**config.mk**
```make
export PLATFORM = sky130hd
export DESIGN_NAME = rw_flow_ctrl_burst_flat
export DESIGN_NICKNAME = d
export VERILOG_FILES = /design/src/rtl/rw_flow_ctrl_burst_pkg.sv /design/src/rtl/rw_flow_ctrl_burst_if.sv /design/src/rtl/rw_flow_ctrl_burst_timer.sv /design/src/rtl/rw_flow_ctrl_burst.sv /design/src/flat_wrapper.sv
export SDC_FILE = /design/constraint.sdc
export NUM_CORES = 1
export LEC_CHECK = 0
export CORE_UTILIZATION = 40
export CTS_CLUSTER_SIZE = 20
export DETAILED_ROUTE_END_ITERATION = 8
export GPL_TIMING_DRIVEN = 0
export SLEW_MARGIN = 20
export SYNTH_ARGS = -nofsm -noshare
export SYNTH_HDL_FRONTEND = slang
export SYNTH_SLANG_ARGS = --single-unit
```
**constraint.sdc**
```tcl
create_clock -name clk -period 4.9 [get_ports clk]
set_input_delay 1.225 -clock clk [delete_from_list [all_inputs] [get_ports clk]]
set_output_delay 1.225 -clock clk [all_outputs]
set_load 0.02 [all_outputs]
```
**src/rtl/rw_flow_ctrl_burst_pkg.sv**
```systemverilog
// Shared types and constants for the burst read/write/transmit flow controller.
// One-hot state encoding, command field encodings and a small sizing helper.
package rw_flow_pkg;

   localparam int STATE_W = 8;

   typedef enum logic [STATE_W-1:0] {
      ST_IDLE     = 8'b0000_0001,
      ST_MEM_ACC  = 8'b0000_0010,
      ST_MEM_WAIT = 8'b0000_0100,
      ST_SAMPLE   = 8'b0000_1000,
      ST_TX_START = 8'b0001_0000,
      ST_TX_WAIT  = 8'b0010_0000,
      ST_WR_BEAT  = 8'b0100_0000,
      ST_DONE     = 8'b1000_0000
   } state_t;

   localparam logic MODE_MEM = 1'b1;
   localparam logic MODE_TX  = 1'b0;
   localparam logic RW_READ  = 1'b0;
   localparam logic RW_WRITE = 1'b1;

   function automatic int max_int(input int a, input int b);
      return (a > b) ? a : b;
   endfunction

endpackage

```
**src/rtl/rw_flow_ctrl_burst_if.sv**
```systemverilog
// Command, memory-strobe and TX-control bus between the command decoder side
// (master) and the flow controller (slave).
interface rw_flow_ctrl_burst_if #(
   parameter int ADDR_W = 8,
   parameter int LEN_W  = 4
);
   logic              active;
   logic              cmd_valid;
   logic              cmd_ready;
   logic              cmd_mode;
   logic              cmd_rw;
   logic [ADDR_W-1:0] cmd_addr;
   logic [LEN_W-1:0]  cmd_len;
   logic              wr_valid;
   logic              tx_done;
   logic              mem_en;
   logic              mem_we;
   logic [ADDR_W-1:0] mem_addr;
   logic              sample_data;
   logic              tx_start;
   logic              busy;
   logic              done;
   logic              error;

   modport master (
      output active, cmd_valid, cmd_mode, cmd_rw, cmd_addr, cmd_len, wr_valid, tx_done,
      input  cmd_ready, mem_en, mem_we, mem_addr, sample_data, tx_start, busy, done, error
   );

   modport slave (
      input  active, cmd_valid, cmd_mode, cmd_rw, cmd_addr, cmd_len, wr_valid, tx_done,
      output cmd_ready, mem_en, mem_we, mem_addr, sample_data, tx_start, busy, done, error
   );
endinterface

```
**src/rtl/rw_flow_ctrl_burst_timer.sv**
```systemverilog
// Loadable down-counter with zero flag; shared by the memory-latency wait and
// the optional TX timeout. Load has priority over decrement; it stops at zero.
module rw_flow_timer
   import rw_flow_pkg::*;
#(
   parameter int W = 4
) (
   input  logic         clk,
   input  logic         reset,
   input  logic         i_load,
   input  logic [W-1:0] i_load_val,
   input  logic         i_dec,
   output logic         o_zero
);
   logic [W-1:0] r_cnt;

   always_ff @(posedge clk or posedge reset) begin
      if (reset) begin
         r_cnt <= '0;
      end else if (i_load) begin
         r_cnt <= i_load_val;
      end else if (i_dec && (r_cnt != '0)) begin
         r_cnt <= r_cnt - W'(1);
      end
   end

   assign o_zero = (r_cnt == '0);

endmodule

```
**src/rtl/rw_flow_ctrl_burst.sv**
```systemverilog
// Burst read/write/transmit flow controller: one command at a time, Moore strobes.
// Optional TX_WAIT abort after TX_TIMEOUT cycles when TX_TIMEOUT_EN is defined.
module rw_flow_ctrl_burst
   import rw_flow_pkg::*;
#(
   parameter int ADDR_W     = 8,
   parameter int LEN_W      = 4,
   parameter int MEM_LAT    = 2,
   parameter int TX_TIMEOUT = 1024
) (
   input logic                clk,
   input logic                reset,
   rw_flow_ctrl_burst_if.slave bus
);
   localparam int TMR_W       = $clog2(max_int(MEM_LAT, TX_TIMEOUT)) + 1;
   // MEM_WAIT spans MEM_LAT-1 cycles; the zero flag is seen in its final cycle.
   localparam int MEM_WAIT_LD = (MEM_LAT > 1) ? MEM_LAT - 2 : 0;

   state_t            r_state;
   logic              r_mode;
   logic              r_rw;
   logic [ADDR_W-1:0] r_addr;
   logic [LEN_W-1:0]  r_len;
   logic [LEN_W-1:0]  r_beat;
   logic              r_error;

   logic              w_accept;
   logic              w_last;
   logic              w_abort;
   logic              w_timeout;
   logic              w_mem_en;
   logic              w_tmr_load;
   logic              w_tmr_dec;
   logic              w_tmr_zero;
   logic [TMR_W-1:0]  w_tmr_val;

   assign w_accept = (r_state == ST_IDLE) && bus.active && bus.cmd_valid;
   assign w_last   = (r_beat == r_len);
   assign w_abort  = !bus.active && (r_state != ST_IDLE) && (r_state != ST_DONE);

`ifdef TX_TIMEOUT_EN
   assign w_tmr_load = (r_state == ST_MEM_ACC) || (r_state == ST_TX_START);
   assign w_tmr_val  = (r_state == ST_TX_START) ? TMR_W'(TX_TIMEOUT - 1) : TMR_W'(MEM_WAIT_LD);
   // A tx_done arriving in the expiry cycle still completes the beat.
   assign w_timeout  = (r_state == ST_TX_WAIT) && w_tmr_zero && !bus.tx_done;
`else
   assign w_tmr_load = (r_state == ST_MEM_ACC);
   assign w_tmr_val  = TMR_W'(MEM_WAIT_LD);
   assign w_timeout  = 1'b0;
`endif
   assign w_tmr_dec  = (r_state == ST_MEM_WAIT) || (r_state == ST_TX_WAIT);

   rw_flow_timer #(.W(TMR_W)) u_timer (
      .clk        (clk),
      .reset      (reset),
      .i_load     (w_tmr_load),
      .i_load_val (w_tmr_val),
      .i_dec      (w_tmr_dec),
      .o_zero     (w_tmr_zero)
   );

   always_ff @(posedge clk or posedge reset) begin
      if (reset) begin
         r_state <= ST_IDLE;
         r_mode  <= MODE_TX;
         r_rw    <= RW_READ;
         r_addr  <= '0;
         r_len   <= '0;
         r_beat  <= '0;
         r_error <= 1'b0;
      end else if (w_abort) begin
         r_state <= ST_DONE;
         r_error <= 1'b1;
      end else begin
         case (r_state)
            ST_IDLE: begin
               if (w_accept) begin
                  r_mode  <= bus.cmd_mode;
                  r_rw    <= bus.cmd_mode & bus.cmd_rw;
                  r_addr  <= bus.cmd_addr;
                  r_len   <= bus.cmd_len;
                  r_beat  <= '0;
                  r_error <= 1'b0;
                  if (bus.cmd_mode == MODE_TX)
                     r_state <= ST_SAMPLE;
                  else if (bus.cmd_rw == RW_WRITE)
                     r_state <= ST_WR_BEAT;
                  else
                     r_state <= ST_MEM_ACC;
               end
            end
            ST_MEM_ACC:  r_state <= (MEM_LAT > 1) ? ST_MEM_WAIT : ST_SAMPLE;
            ST_MEM_WAIT: if (w_tmr_zero) r_state <= ST_SAMPLE;
            ST_SAMPLE:   r_state <= ST_TX_START;
            ST_TX_START: r_state <= ST_TX_WAIT;
            ST_TX_WAIT: begin
               if (bus.tx_done) begin
                  if (w_last) begin
                     r_state <= ST_DONE;
                  end else begin
                     r_addr  <= r_addr + ADDR_W'(1);
                     r_beat  <= r_beat + LEN_W'(1);
                     r_state <= (r_mode == MODE_MEM) ? ST_MEM_ACC : ST_SAMPLE;
                  end
               end else if (w_timeout) begin
                  r_state <= ST_DONE;
                  r_error <= 1'b1;
               end
            end
            ST_WR_BEAT: begin
               if (bus.wr_valid) begin
                  if (w_last) begin
                     r_state <= ST_DONE;
                  end else begin
                     r_addr <= r_addr + ADDR_W'(1);
                     r_beat <= r_beat + LEN_W'(1);
                  end
               end
            end
            ST_DONE: r_state <= ST_IDLE;
            default: r_state <= ST_IDLE;
         endcase
      end
   end

   assign w_mem_en        = (r_state == ST_MEM_ACC) || ((r_state == ST_WR_BEAT) && bus.wr_valid);
   assign bus.cmd_ready   = (r_state == ST_IDLE) && bus.active;
   assign bus.mem_en      = w_mem_en;
   assign bus.mem_we      = w_mem_en && r_rw;
   assign bus.mem_addr    = r_addr;
   assign bus.sample_data = (r_state == ST_SAMPLE);
   assign bus.tx_start    = (r_state == ST_TX_START);
   assign bus.busy        = (r_state != ST_IDLE);
   assign bus.done        = (r_state == ST_DONE);
   assign bus.error       = r_error;

endmodule

```
**src/flat_wrapper.sv**
```systemverilog
// flat-port wrapper written by rule: the top's interface ports become plain ports
module rw_flow_ctrl_burst_flat import rw_flow_pkg::*;
#(
   parameter int ADDR_W     = 8,
   parameter int LEN_W      = 4,
   parameter int MEM_LAT    = 2,
   parameter int TX_TIMEOUT = 1024
)
  (clk, reset, bus_active, bus_cmd_valid, bus_cmd_mode, bus_cmd_rw, bus_cmd_addr, bus_cmd_len, bus_wr_valid, bus_tx_done, bus_cmd_ready, bus_mem_en, bus_mem_we, bus_mem_addr, bus_sample_data, bus_tx_start, bus_busy, bus_done, bus_error);
  rw_flow_ctrl_burst_if #(.ADDR_W(ADDR_W), .LEN_W(LEN_W)) bus_i ();
  input logic clk;
  input logic reset;
  input wire logic [$bits(bus_i.active)-1:0] bus_active;
  input wire logic [$bits(bus_i.cmd_valid)-1:0] bus_cmd_valid;
  input wire logic [$bits(bus_i.cmd_mode)-1:0] bus_cmd_mode;
  input wire logic [$bits(bus_i.cmd_rw)-1:0] bus_cmd_rw;
  input wire logic [$bits(bus_i.cmd_addr)-1:0] bus_cmd_addr;
  input wire logic [$bits(bus_i.cmd_len)-1:0] bus_cmd_len;
  input wire logic [$bits(bus_i.wr_valid)-1:0] bus_wr_valid;
  input wire logic [$bits(bus_i.tx_done)-1:0] bus_tx_done;
  output wire logic [$bits(bus_i.cmd_ready)-1:0] bus_cmd_ready;
  output wire logic [$bits(bus_i.mem_en)-1:0] bus_mem_en;
  output wire logic [$bits(bus_i.mem_we)-1:0] bus_mem_we;
  output wire logic [$bits(bus_i.mem_addr)-1:0] bus_mem_addr;
  output wire logic [$bits(bus_i.sample_data)-1:0] bus_sample_data;
  output wire logic [$bits(bus_i.tx_start)-1:0] bus_tx_start;
  output wire logic [$bits(bus_i.busy)-1:0] bus_busy;
  output wire logic [$bits(bus_i.done)-1:0] bus_done;
  output wire logic [$bits(bus_i.error)-1:0] bus_error;
  assign bus_i.active = bus_active;
  assign bus_i.cmd_valid = bus_cmd_valid;
  assign bus_i.cmd_mode = bus_cmd_mode;
  assign bus_i.cmd_rw = bus_cmd_rw;
  assign bus_i.cmd_addr = bus_cmd_addr;
  assign bus_i.cmd_len = bus_cmd_len;
  assign bus_i.wr_valid = bus_wr_valid;
  assign bus_i.tx_done = bus_tx_done;
  assign bus_cmd_ready = bus_i.cmd_ready;
  assign bus_mem_en = bus_i.mem_en;
  assign bus_mem_we = bus_i.mem_we;
  assign bus_mem_addr = bus_i.mem_addr;
  assign bus_sample_data = bus_i.sample_data;
  assign bus_tx_start = bus_i.tx_start;
  assign bus_busy = bus_i.busy;
  assign bus_done = bus_i.done;
  assign bus_error = bus_i.error;
  rw_flow_ctrl_burst #(.ADDR_W(ADDR_W), .LEN_W(LEN_W), .MEM_LAT(MEM_LAT), .TX_TIMEOUT(TX_TIMEOUT)) u_core (.clk(clk), .reset(reset), .bus(bus_i));
endmodule
```
# [After elaboration in Yosys (flattened, before gate mapping)]
# Cells that the tools add are included.
[totals] regBits=38 mem_count=0 romBits=0 ramBits=0 latchBits=0 inputBits=20 output_inout_bits=16 elab_cells=78
[classes] magnitude_cmp=0 reduce_logical=20 n_eq_ne=19 mux=26 shift=0 mul=0 add_sub_neg=3 n_div=0 bitwise=2
[op_table] cell="two-way mux 8 bit" n=12
[op_table] cell="case mux 8 bit (7 select lines)" n=1
[op_table] cell="case mux 8 bit (3 select lines)" n=1
[op_table] cell="two-way mux 11 bit" n=2
[op_table] cell="two-way mux 4 bit" n=5
[op_table] cell="case mux 4 bit (3 select lines)" n=1
[op_table] cell="logical NOT 11 bit" n=1
[op_table] cell="nonzero test 11 bit" n=1
[op_table] cell="subtractor 11 x 1 -> 11 bit, second input constant" n=1
[op_table] cell="AND reduction 5 bit" n=2
[op_table] cell="!= test 3 x 2 -> 1 bit, second input constant" n=3
[op_table] cell="adder 8 x 1 -> 8 bit, second input constant" n=1
[op_table] cell="== test 8 x 1 -> 1 bit, second input constant" n=1
[op_table] cell="== test 8 x 2 -> 1 bit, second input constant" n=1
[op_table] cell="== test 8 x 3 -> 1 bit, second input constant" n=1
[op_table] cell="== test 8 x 4 -> 1 bit, second input constant" n=1
[op_table] cell="== test 8 x 5 -> 1 bit, second input constant" n=1
[op_table] cell="== test 8 x 6 -> 1 bit, second input constant" n=1
[op_table] cell="== test 8 x 7 -> 1 bit, second input constant" n=1
[op_table] cell="== test 8 bit, second input constant" n=1
[op_table] cell="!= test 8 x 1 -> 1 bit, second input constant" n=1
[op_table] cell="!= test 8 bit, second input constant" n=1
[op_table] cell="logical AND 1 bit" n=7
[op_table] cell="two-way mux 7 bit" n=1
[op_table] cell="14 further kinds" n=21

# [Longest topological paths before layout]
[depth] ltp_word=6 ltp_mapped=8 depth_no_buf=7

# [Modules after synthesis]
# Synthesis repeated with hierarchy kept, for this count alone.
[hier_totals] cells_unflattened=261 area_unflattened_um2=2379.8
[modules_own_cells] mod="rw_flow_ctrl_burst" seq_area_each_um2=676.9 cells_each=182 area_per_inst_um2=1687.9 n_inst=1
[modules_own_cells] mod="rw_flow_timer" seq_area_each_um2=275.3 cells_each=79 area_per_inst_um2=691.9 n_inst=1

# [Worst setup path after synthesis]
# OpenSTA, ideal clock, no wires.
[synth_timing] path_type="input-to-output" from="input bus_wr_valid" to="output bus_mem_we" path_slack_ns=1.578 cell_stages=3 path_buffers=0 required_time_ns=3.675 t_arrival_ns=2.097 path_cell_list="inv_1 > o21ai_0 > and2_1"
[synth_between] elab_chain_len=3
[synth_lines] element="start: declaration" line="flat_wrapper.sv:19" source="input wire logic [$bits(bus_i.wr_valid)-1:0] bus_wr_valid;"
[synth_lines] element="logical AND 1 bit" line="rw_flow_ctrl_burst.sv:126" source="assign w_mem_en = (r_state == ST_MEM_ACC) || ((r_state == ST_WR_BEAT) && bus.wr_valid);"
[synth_lines] element="logical OR 1 bit" line="rw_flow_ctrl_burst.sv:126"
[synth_lines] element="via bus_mem_en" line="flat_wrapper.sv:22" source="output wire logic [$bits(bus_i.mem_en)-1:0] bus_mem_en;"
[synth_lines] element="logical AND 1 bit" line="rw_flow_ctrl_burst.sv:129" source="assign bus.mem_we = w_mem_en && r_rw;"
[synth_lines] element="end: declaration" line="flat_wrapper.sv:23" source="output wire logic [$bits(bus_i.mem_we)-1:0] bus_mem_we;"
# The timed path passes the listed nets, and every way through them passes these cells.

# [Worst setup path after layout]
[layout_timing] from="register u_core.r_state[2]" to="output bus_mem_we"
[layout_between] elab_chain_len=4 word_cells_on_any_way=5 classes_between="eq/ne (2); reduce/logical (3)"
[layout_lines] element="start: declaration" line="rw_flow_ctrl_burst.sv:19" source="state_t r_state;"
[layout_lines] element="start signal: assignment" line="rw_flow_ctrl_burst.sv:92" source="ST_MEM_ACC: r_state <= (MEM_LAT > 1) ? ST_MEM_WAIT : ST_SAMPLE;"
[layout_lines] element="start signal: assignment" line="rw_flow_ctrl_burst.sv:103" source="r_state <= (r_mode == MODE_MEM) ? ST_MEM_ACC : ST_SAMPLE;"
[layout_lines] element="== test 8 x 7 -> 1 bit" line="rw_flow_ctrl_burst.sv:126"
[layout_lines] element="logical AND 1 bit" line="rw_flow_ctrl_burst.sv:126"
[layout_lines] element="logical OR 1 bit (*)" line="rw_flow_ctrl_burst.sv:126"
[layout_lines] element="logical AND 1 bit (*)" line="rw_flow_ctrl_burst.sv:129"
# Mark *: on every way between the ends. The rest lies on a longest branch, timed or not.

==> results.sh <==
export IMPL_start_kind="flop"
export IMPL_wl_per_cell_um=15.76
export IMPL_tns_ps=0
export IMPL_grt_max_degree=27
export IMPL_min_period_ps=4080
export IMPL_ys_ff_latch=38
export IMPL_fmax_mhz=245.1
export IMPL_core_mm2=0.005238
export IMPL_synthCells=245
export IMPL_post_place_cells=351
export IMPL_grt_overflow_total=0
export IMPL_setup_slack_ps=820.4
export IMPL_worstSetupEndpointType="output port"
export IMPL_cts_repair_resized=0
export IMPL_core_rowCount=26
export IMPL_vias=2010
export IMPL_drive_above_1_share_pct=7.958
export IMPL_antenna_found_initial=0
export IMPL_totalWireLength_mm=5.657
export IMPL_drv_slew=0
export IMPL_clock_skew_ps=8.998
export IMPL_io_buffers=35
export IMPL_ctsRootBufferMaster="clkbuf_8"
export IMPL_path_clk_slew_ps=80
export IMPL_h_tree_depth=2
export IMPL_cts_tree="yes"
export IMPL_drc_errors=0
export IMPL_worst_slew_pin_slew_ps=823.9
export IMPL_hold_buffers=0
export IMPL_gp_congestion=0.7960
export IMPL_final_cell_mix="nand2_1 (39), dfrtp_1 (37), clkdlybuf4s50_1 (35), nor2_1 (22), o21ai_0 (10)"
export IMPL_p_per_area_mw_per_mm2=465.4
export IMPL_setup_viol=0
export IMPL_clock_latency_ps=290
export IMPL_power_leakage_uw=0.001220
export IMPL_criticalPathCategory="reg -> out"
export IMPL_drv_cap=0
export IMPL_grt_pass1_wl_mm=9.411
export IMPL_syn_num_nets=269
export IMPL_io_pins=36
export IMPL_mappedNetlistArea_mm2=0.002236
export IMPL_grt_pass1_vias=1899
export IMPL_stdcell_count=359
export IMPL_critPathArrivalTime_ps=2850
export IMPL_viasPerCell=5.599
export IMPL_ir_drop_mv=0.2492
export IMPL_dieArea_mm2=0.005893
export IMPL_power_uw=1304
export IMPL_status="finished, final reports clean"
export IMPL_crit_fanout=8
export IMPL_syn_avg_cell_area_um2=9.126
export IMPL_antenna_cells=0
export IMPL_synth_edf_count=0
export IMPL_clock_sinks=38
export IMPL_hold_path_class="reg -> reg"
export IMPL_yosysUniqueCellTypes=54
export IMPL_final_antenna_net_count=0
export IMPL_track_usage_pct=20.38
export IMPL_final_common_cell="nand2_1"
export IMPL_seq_area_frac_synth_pct=42.59
export IMPL_area_growth_pct=25.35
export IMPL_initial_core_util_pct=42.69
export IMPL_fin_nets=312
export IMPL_cts_setup_buffers=0
export IMPL_synthArstFlopShare_pct=100.0
export IMPL_die_x_um=76.77
export IMPL_ys_warn_count=0
export IMPL_rsz0062_at_grt="no"
export IMPL_firstDrtPassIters=4
export IMPL_numCtsBuffers=5
export IMPL_hold_viol_final=0
export IMPL_post_route_period_util_pct=83.26
export IMPL_die_height_um=76.77
export IMPL_hpwl_mm=4.143
export IMPL_drt_iter0_drc=110
export IMPL_clk_path_buf_depth=2
export IMPL_synthFlopType="dfrtp_1"
export IMPL_final_util_pct=53.51
export IMPL_required_ps=3670
export IMPL_slew_headroom_pct=44.65
export IMPL_dp_worst_setup_slack_ps=852.2
## worst max-delay path: stages, from the launching register on
cell and delay (ps):
dfrtp_1 380, buf_6 130, nor4_1 620, nand4b_1 320, o21ai_0 330, and2_1 180, clkdlybuf4s50_1 600
## layer usage
layer | part of all wire (%) | GRT usage, % | up-vias
li1 | - | - | 982
met1 | 49 | 29.40 | 974
met2 | 46 | 30.80 | 47
met3 | 4.3 | 3.571 | 7
met4 | 1.1 | 6.346 | 0
met5 | 0 | 0 | -
## kinds of logic after synthesis
family | share of synthesized area [%]
buf+inv | 3.357
mux | 3.246
compound gates | 14.66
flops | 42.59
fa+ha+maj | 2.238
xor+xnor | 3.526
simple gates | 30.39
## layout make-up
cell class / instances / area [um2]
timing repair buffer: 36 / 370.4
sequential: 38 / 952.2
multi-input combinational: 190 / 1209
inverter: 8 / 30.03
tap: 70 / 87.58
clock buffer: 5 / 68.82
fill: 489 / 2435
buffer: 9 / 45.04
clock inverter: 3 / 40.04
## through the flow
step | hold WS [ps] | area [um2]
CTS | 478.6 | 2803
detailed placement | 461.1 | 2694
floorplan | 440.9 | 2236
global route | 489.8 | 2803
global placement | 453.4 | 2674
finish | 471.9 | 2803
## report_power, final
group | switching, uW | internal (uW)
combinational | 301 | 252
sequential | 89.0 | 396
clock | 116 | 150
total | 507 | 798
## flip-flops by register name, summed over array words and instances (netlist names)
name	flops
u_core.r_rw	1
u_core.bus.mem_addr	8
u_core.u_timer.r_cnt	11
u_core.r_mode	1
u_core.bus.error	1
u_core.r_state	8
u_core.r_len	4
u_core.r_beat	4
## cells in the mapped netlist (3+ instances only)
cell | n | share of area, %
and2_1 | 6 | 1.7
nor3_1 | 6 | 1.3
buf_2 | 3 | 0.67
clkbuf_1 | 5 | 0.84
o21ai_0 | 10 | 2.2
and3_1 | 6 | 1.7
nor4_1 | 5 | 1.4
inv_1 | 8 | 1.3
dfrtp_1 | 37 | 41
a21oi_1 | 8 | 1.8
a2bb2oi_1 | 6 | 2.4
or4_1 | 4 | 1.3
and4b_1 | 3 | 1.3
ha_1 | 4 | 2.2
xnor2_1 | 8 | 3.1
nor4b_1 | 3 | 1.2
nand2_1 | 39 | 6.5
mux2i_1 | 5 | 2.2
nand4b_1 | 4 | 1.6
or3_1 | 3 | 0.84
nand3_1 | 8 | 1.8
nor2_1 | 22 | 3.7
## path summary, 6_finish.rpt
path	start	to	slack, ps	cells past startpoint
worst min register to register	u_core.r_rw	u_core.r_rw	470	1
worst min-delay path	u_core.r_rw	u_core.r_rw	470	1
min in group asynchronous	reset	u_core.u_timer.r_cnt[1]	1190	2
max in group asynchronous	reset	u_core.r_state[0]	3200	3
worst max register to register	u_core.r_state[6]	u_core.bus.mem_addr[1]	2160	7
worst max-delay path	u_core.r_state[2]	bus_mem_we	820	6
No activity file was read; power rests on OpenSTA's default activity.
==> patch 1, RTL diff (config.mk and constraints unchanged) <==
Build with the macro `TX_TIMEOUT_EN` defined.
--- a/src/rtl/rw_flow_ctrl_burst.sv
+++ b/src/rtl/rw_flow_ctrl_burst.sv
@@ -1,5 +1,7 @@
 // Burst read/write/transmit flow controller: one command at a time, Moore strobes.
 // Optional TX_WAIT abort after TX_TIMEOUT cycles when TX_TIMEOUT_EN is defined.
+`define TX_TIMEOUT_EN
+
 module rw_flow_ctrl_burst
    import rw_flow_pkg::*;
 #(
Behaviour: same outputs for any inputs over 10 cycles, from zero or initial values and one cycle with reset high; that may be too few to reach the edited logic, so the function may still have changed.
==> patch 1 against the original RTL <==
  * Setup slack got worse by 0.067 ns
  * Area after synthesis increased by 4.3%
  * Sequential cell count unchanged
  * Combinational power up 42%
  * Power is 16% higher
  * Critical path depth stayed put
  * Cell area rose by 3.1%
  * Routed wire length is 1.7% higher
  * Largest power group unchanged
==> patch 1: results <==
route:
  vias_per_cell: 5.67
  wl_met1_mm: 2.85
  num_vias: 2108
  wl_met3_um: 214
  wl_met2_mm: 2.64
run_status:
  run_status: "finished clean"
timing:
  period_share_pct: 84.6
  finalClockSkew_ns: 0.00444
power:
  combPwrFrac_pct: 51.8
  ir_drop_v: 0.000247
  p_switching_uw: 655
  pg_clk_uw: 225
  p_leak_uw: 0.00122
  p_comb_uw: 784
logic_synthesis:
  synth_commonest_cells: "dfrtp_1, nand2_1, nor2_1, a21oi_1, nand3_1"
  syn_inst: 256
  seq_area_frac_synth_pct: 40.8
  synth.distinct_cells: 55
  synthTopCellsByArea: "dfrtp_1, nand2_1, a21oi_1"
worst_setup_path:
  arrival_ns: 2.92
  worst-r2r-setup-slack_ns: 2.20
  r2r-start: "u_core.r_state[7]$_DFFE_PP0P_"
  slowest_stage: "clkdlybuf4s50_1"
  crit_path_max_incr_delay_ns: 0.60
global_routing:
  grt_pass1_wl_mm: 9.62
  first_global_vias: 1914
  grtUsageMet3_pct: 4.19
  grt_max_degree: 24
placement:
  postPlaceCellArea_um2: 2800
cells_and_area:
  layout_commonest_cell: "dfrtp_1"
  fillers: 514
## patch 1: cell count changes after synthesis, sizes merged, moves of 3 or more
| cell | unedited run | this run |
|---|---|---|
| nor2 | 22 | 15 |
| a2bb2oi | 6 | 0 |
| a21o | 1 | 6 |
| a21oi | 8 | 13 |
| a311oi | 0 | 5 |
| mux2i | 5 | 0 |
| nand2 | 39 | 34 |
| and2 | 7 | 3 |
| nand3 | 8 | 12 |
| a31oi | 2 | 5 |
| inv | 8 | 11 |
| nor4 | 7 | 4 |
| o211ai | 2 | 5 |
## patch 1: area by class of cell
class                           instances  area, µm²  share of cell area (%)
Sequential cell                        38        952                    32.9
Clock inverter                          1       5.00                   0.173
Buffer                                 10       48.8                    1.69
Tap cell                               72       90.1                    3.12
Clock buffer                            7       86.3                    2.99
Multi-Input combinational cell        197       1290                    44.6
Inverter                               11       41.3                    1.43
Timing Repair Buffer                   36        378                    13.1
## patch 1: logic make-up (layout without fill, tap and decap cells)
kind of cell / after synthesis / count (layout) / synth area share, %
and+or+nand+nor: 117 / 117 / 28.3
AOI/OAI and AO/OA: 64 / 64 / 20.1
muxes: 2 / 2 / 0.966
DFF: 38 / 38 / 40.8
xor gates and xnor gates: 10 / 10 / 3.76
buffers and inverters: 21 / 65 / 3.86
adders and majority gates: 4 / 4 / 2.15
## patch 1: path summary, 6_finish.rpt
kind,end,cells past startpoint
worst max-delay path,bus_mem_we,6
worst min-delay path,u_core.r_rw$_DFFE_PP0P_,2
worst max register to register,u_core.bus.mem_addr[4]$_DFFE_PP0P_,6
worst min register to register,u_core.r_rw$_DFFE_PP0P_,2
max in group asynchronous,u_core.u_timer.r_cnt[0]$_DFFE_PP0P_,3
min in group asynchronous,u_core.bus.mem_addr[1]$_DFFE_PP0P_,2
==> patch 2, RTL diff (same settings) <==
Without the edit above. Re-encode `state_t` (8 states) as binary, 3 bits wide. Comments in the files are not updated.
--- a/src/rtl/rw_flow_ctrl_burst_pkg.sv
+++ b/src/rtl/rw_flow_ctrl_burst_pkg.sv
@@ -4,15 +4,15 @@
 
    localparam int STATE_W = 8;
 
-   typedef enum logic [STATE_W-1:0] {
-      ST_IDLE     = 8'b0000_0001,
-      ST_MEM_ACC  = 8'b0000_0010,
-      ST_MEM_WAIT = 8'b0000_0100,
-      ST_SAMPLE   = 8'b0000_1000,
-      ST_TX_START = 8'b0001_0000,
-      ST_TX_WAIT  = 8'b0010_0000,
-      ST_WR_BEAT  = 8'b0100_0000,
-      ST_DONE     = 8'b1000_0000
+   typedef enum logic [2:0] {
+      ST_IDLE     = 3'd0,
+      ST_MEM_ACC  = 3'd1,
+      ST_MEM_WAIT = 3'd2,
+      ST_SAMPLE   = 3'd3,
+      ST_TX_START = 3'd4,
+      ST_TX_WAIT  = 3'd5,
+      ST_WR_BEAT  = 3'd6,
+      ST_DONE     = 3'd7
    } state_t;
 
    localparam logic MODE_MEM = 1'b1;
Behaviour: same outputs for any inputs over 10 cycles, from zero or initial values and one cycle with reset high; not proved beyond that.
==> patch 2 against the original RTL <==
  * Via count down 5.8%
  * Power increased by 16%
  * Register-to-register slack improved by 0.77 ns
  * Final cell count shrank 6.7%
  * First-iteration DRC count increased by 56%
  * Sequential cell count decreased by 5
  * Count of clock-buffer cells in the layout unchanged
  * Fmax is 1.5% lower
  * Synthesized cell count decreased by 9.0%
  * Routed wire length decreased by 9.5%
  * Cell area down 3.1%
  * Area after synthesis is 2.7% lower
  * Setup slack got worse by 0.064 ns
  * Largest power group unchanged
==> patch 2: results <==
worst_setup_path:
  crit_path_max_incr_delay_ns: 0.53
  path_max_fanout: 3
  arrival_ns: 2.92
logic_synthesis:
  synthTopCellsByArea: "dfrtp_1, mux2i_1, a21oi_1"
  synthAdderAreaFrac_pct: 2.19
  syn_inst: 223
  syn-num-nets: 246
  synth.distinct_cells: 61
  synthMuxAreaShare_pct: 8.52
  synth_xor_xnor_area_share_pct: 2.01
  synth_compound_area_share_pct: 20.8
cts:
  clk_pin_slew_worst_paths_ns: 0.06
cells_and_area:
  final_net_count: 288
  fillers: 482
  seq_area_um2: 826
  inv_count: 10
  multi_input_cells: 168
  buf_share_pct: 15.4
  clock_area_share_pct: 3.82
  drive_gt1_share_pct: 14.7
global_routing:
  track_usage_pct: 19.7
  grt_max_degree: 34
  grtUsageMet3_pct: 6.08
  first_global_vias: 1741
  gr-usage-met1_pct: 27.9
  grt_pass1_wl_mm: 8.29
placement:
  postPlaceCellArea_um2: 2610
  gp_congestion: 0.911
  hpwl_mm: 3.71
  dp_cells: 328
  dp_slack_ns: 0.770
route:
  wl_met3_um: 295
  wl_met1_mm: 2.58
  wirelength_mm: 5.12
  vias_per_cell: 5.65
  wl_met2_mm: 2.16
  drt-initial-drc-count: 172
  num_vias: 1893
run_status:
  run_status: "finished clean"
power:
  ir_drop_v: 0.000261
timing:
  finalClockSkew_ns: 0.00890
  tightest_slew_ns: 0.708
patch 2: cell count changes in the layout (fill, tap and decap cells not counted), moves of 4 or more:
cell / unedited run / this run
a211oi_1: 1 / 8
a21oi_1: 8 / 13
a2bb2oi_1: 6 / 0
and2_1: 6 / 2
dfrtp_1: 37 / 33
mux2_4: 0 / 4
nand2_1: 39 / 13
nand2b_1: 2 / 9
nand3_1: 8 / 3
nand4b_1: 4 / 0
nor2_1: 22 / 8
or3_1: 3 / 7
xnor2_1: 8 / 0
xor2_1: 1 / 5
patch 2: worst max-delay path: cells and delay by family:
kind,cells,cell delay [ns]
buf+inv,2,0.99
simple gates,3,0.71
patch 2: logic make-up (layout without fill, tap and decap cells):
| logic type | after synthesis | after routing |
|---|---|---|
| buffers and inverters | 22 | 64 |
| AND/OR/NAND/NOR | 83 | 83 |
| flip-flops | 33 | 33 |
| multiplexers | 16 | 16 |
| adder cells (fa/ha/maj) | 4 | 4 |
| AO/OA/AOI/OAI | 60 | 60 |
| XOR/XNOR | 5 | 5 |
patch 2: final timing paths:
kind                                               start                                  end  slack [ns]  depth (start not counted)
max                                         bus_wr_valid                           bus_mem_we        0.76                          5
min                            u_core.r_mode$_DFFE_PP0P_            u_core.r_mode$_DFFE_PP0P_        0.51                          1
max reg2reg                u_core.r_state[0]$_DFFE_PP0P_   u_core.bus.mem_addr[1]$_DFFE_PP0P_        2.93                          5
min reg2reg                    u_core.r_mode$_DFFE_PP0P_            u_core.r_mode$_DFFE_PP0P_        0.51                          1
max in group asynchronous                          reset              u_core.r_rw$_DFFE_PP0P_        3.08                          2
min in group asynchronous                          reset  u_core.u_timer.r_cnt[1]$_DFFE_PP0P_        1.37                          2
patch 2: power breakdown:
part	total [µW]	internal (µW)	switching, µW
registers	427	351	75.9
logic	838	364	474
clock network	246	148	98.1
total	1510	863	648
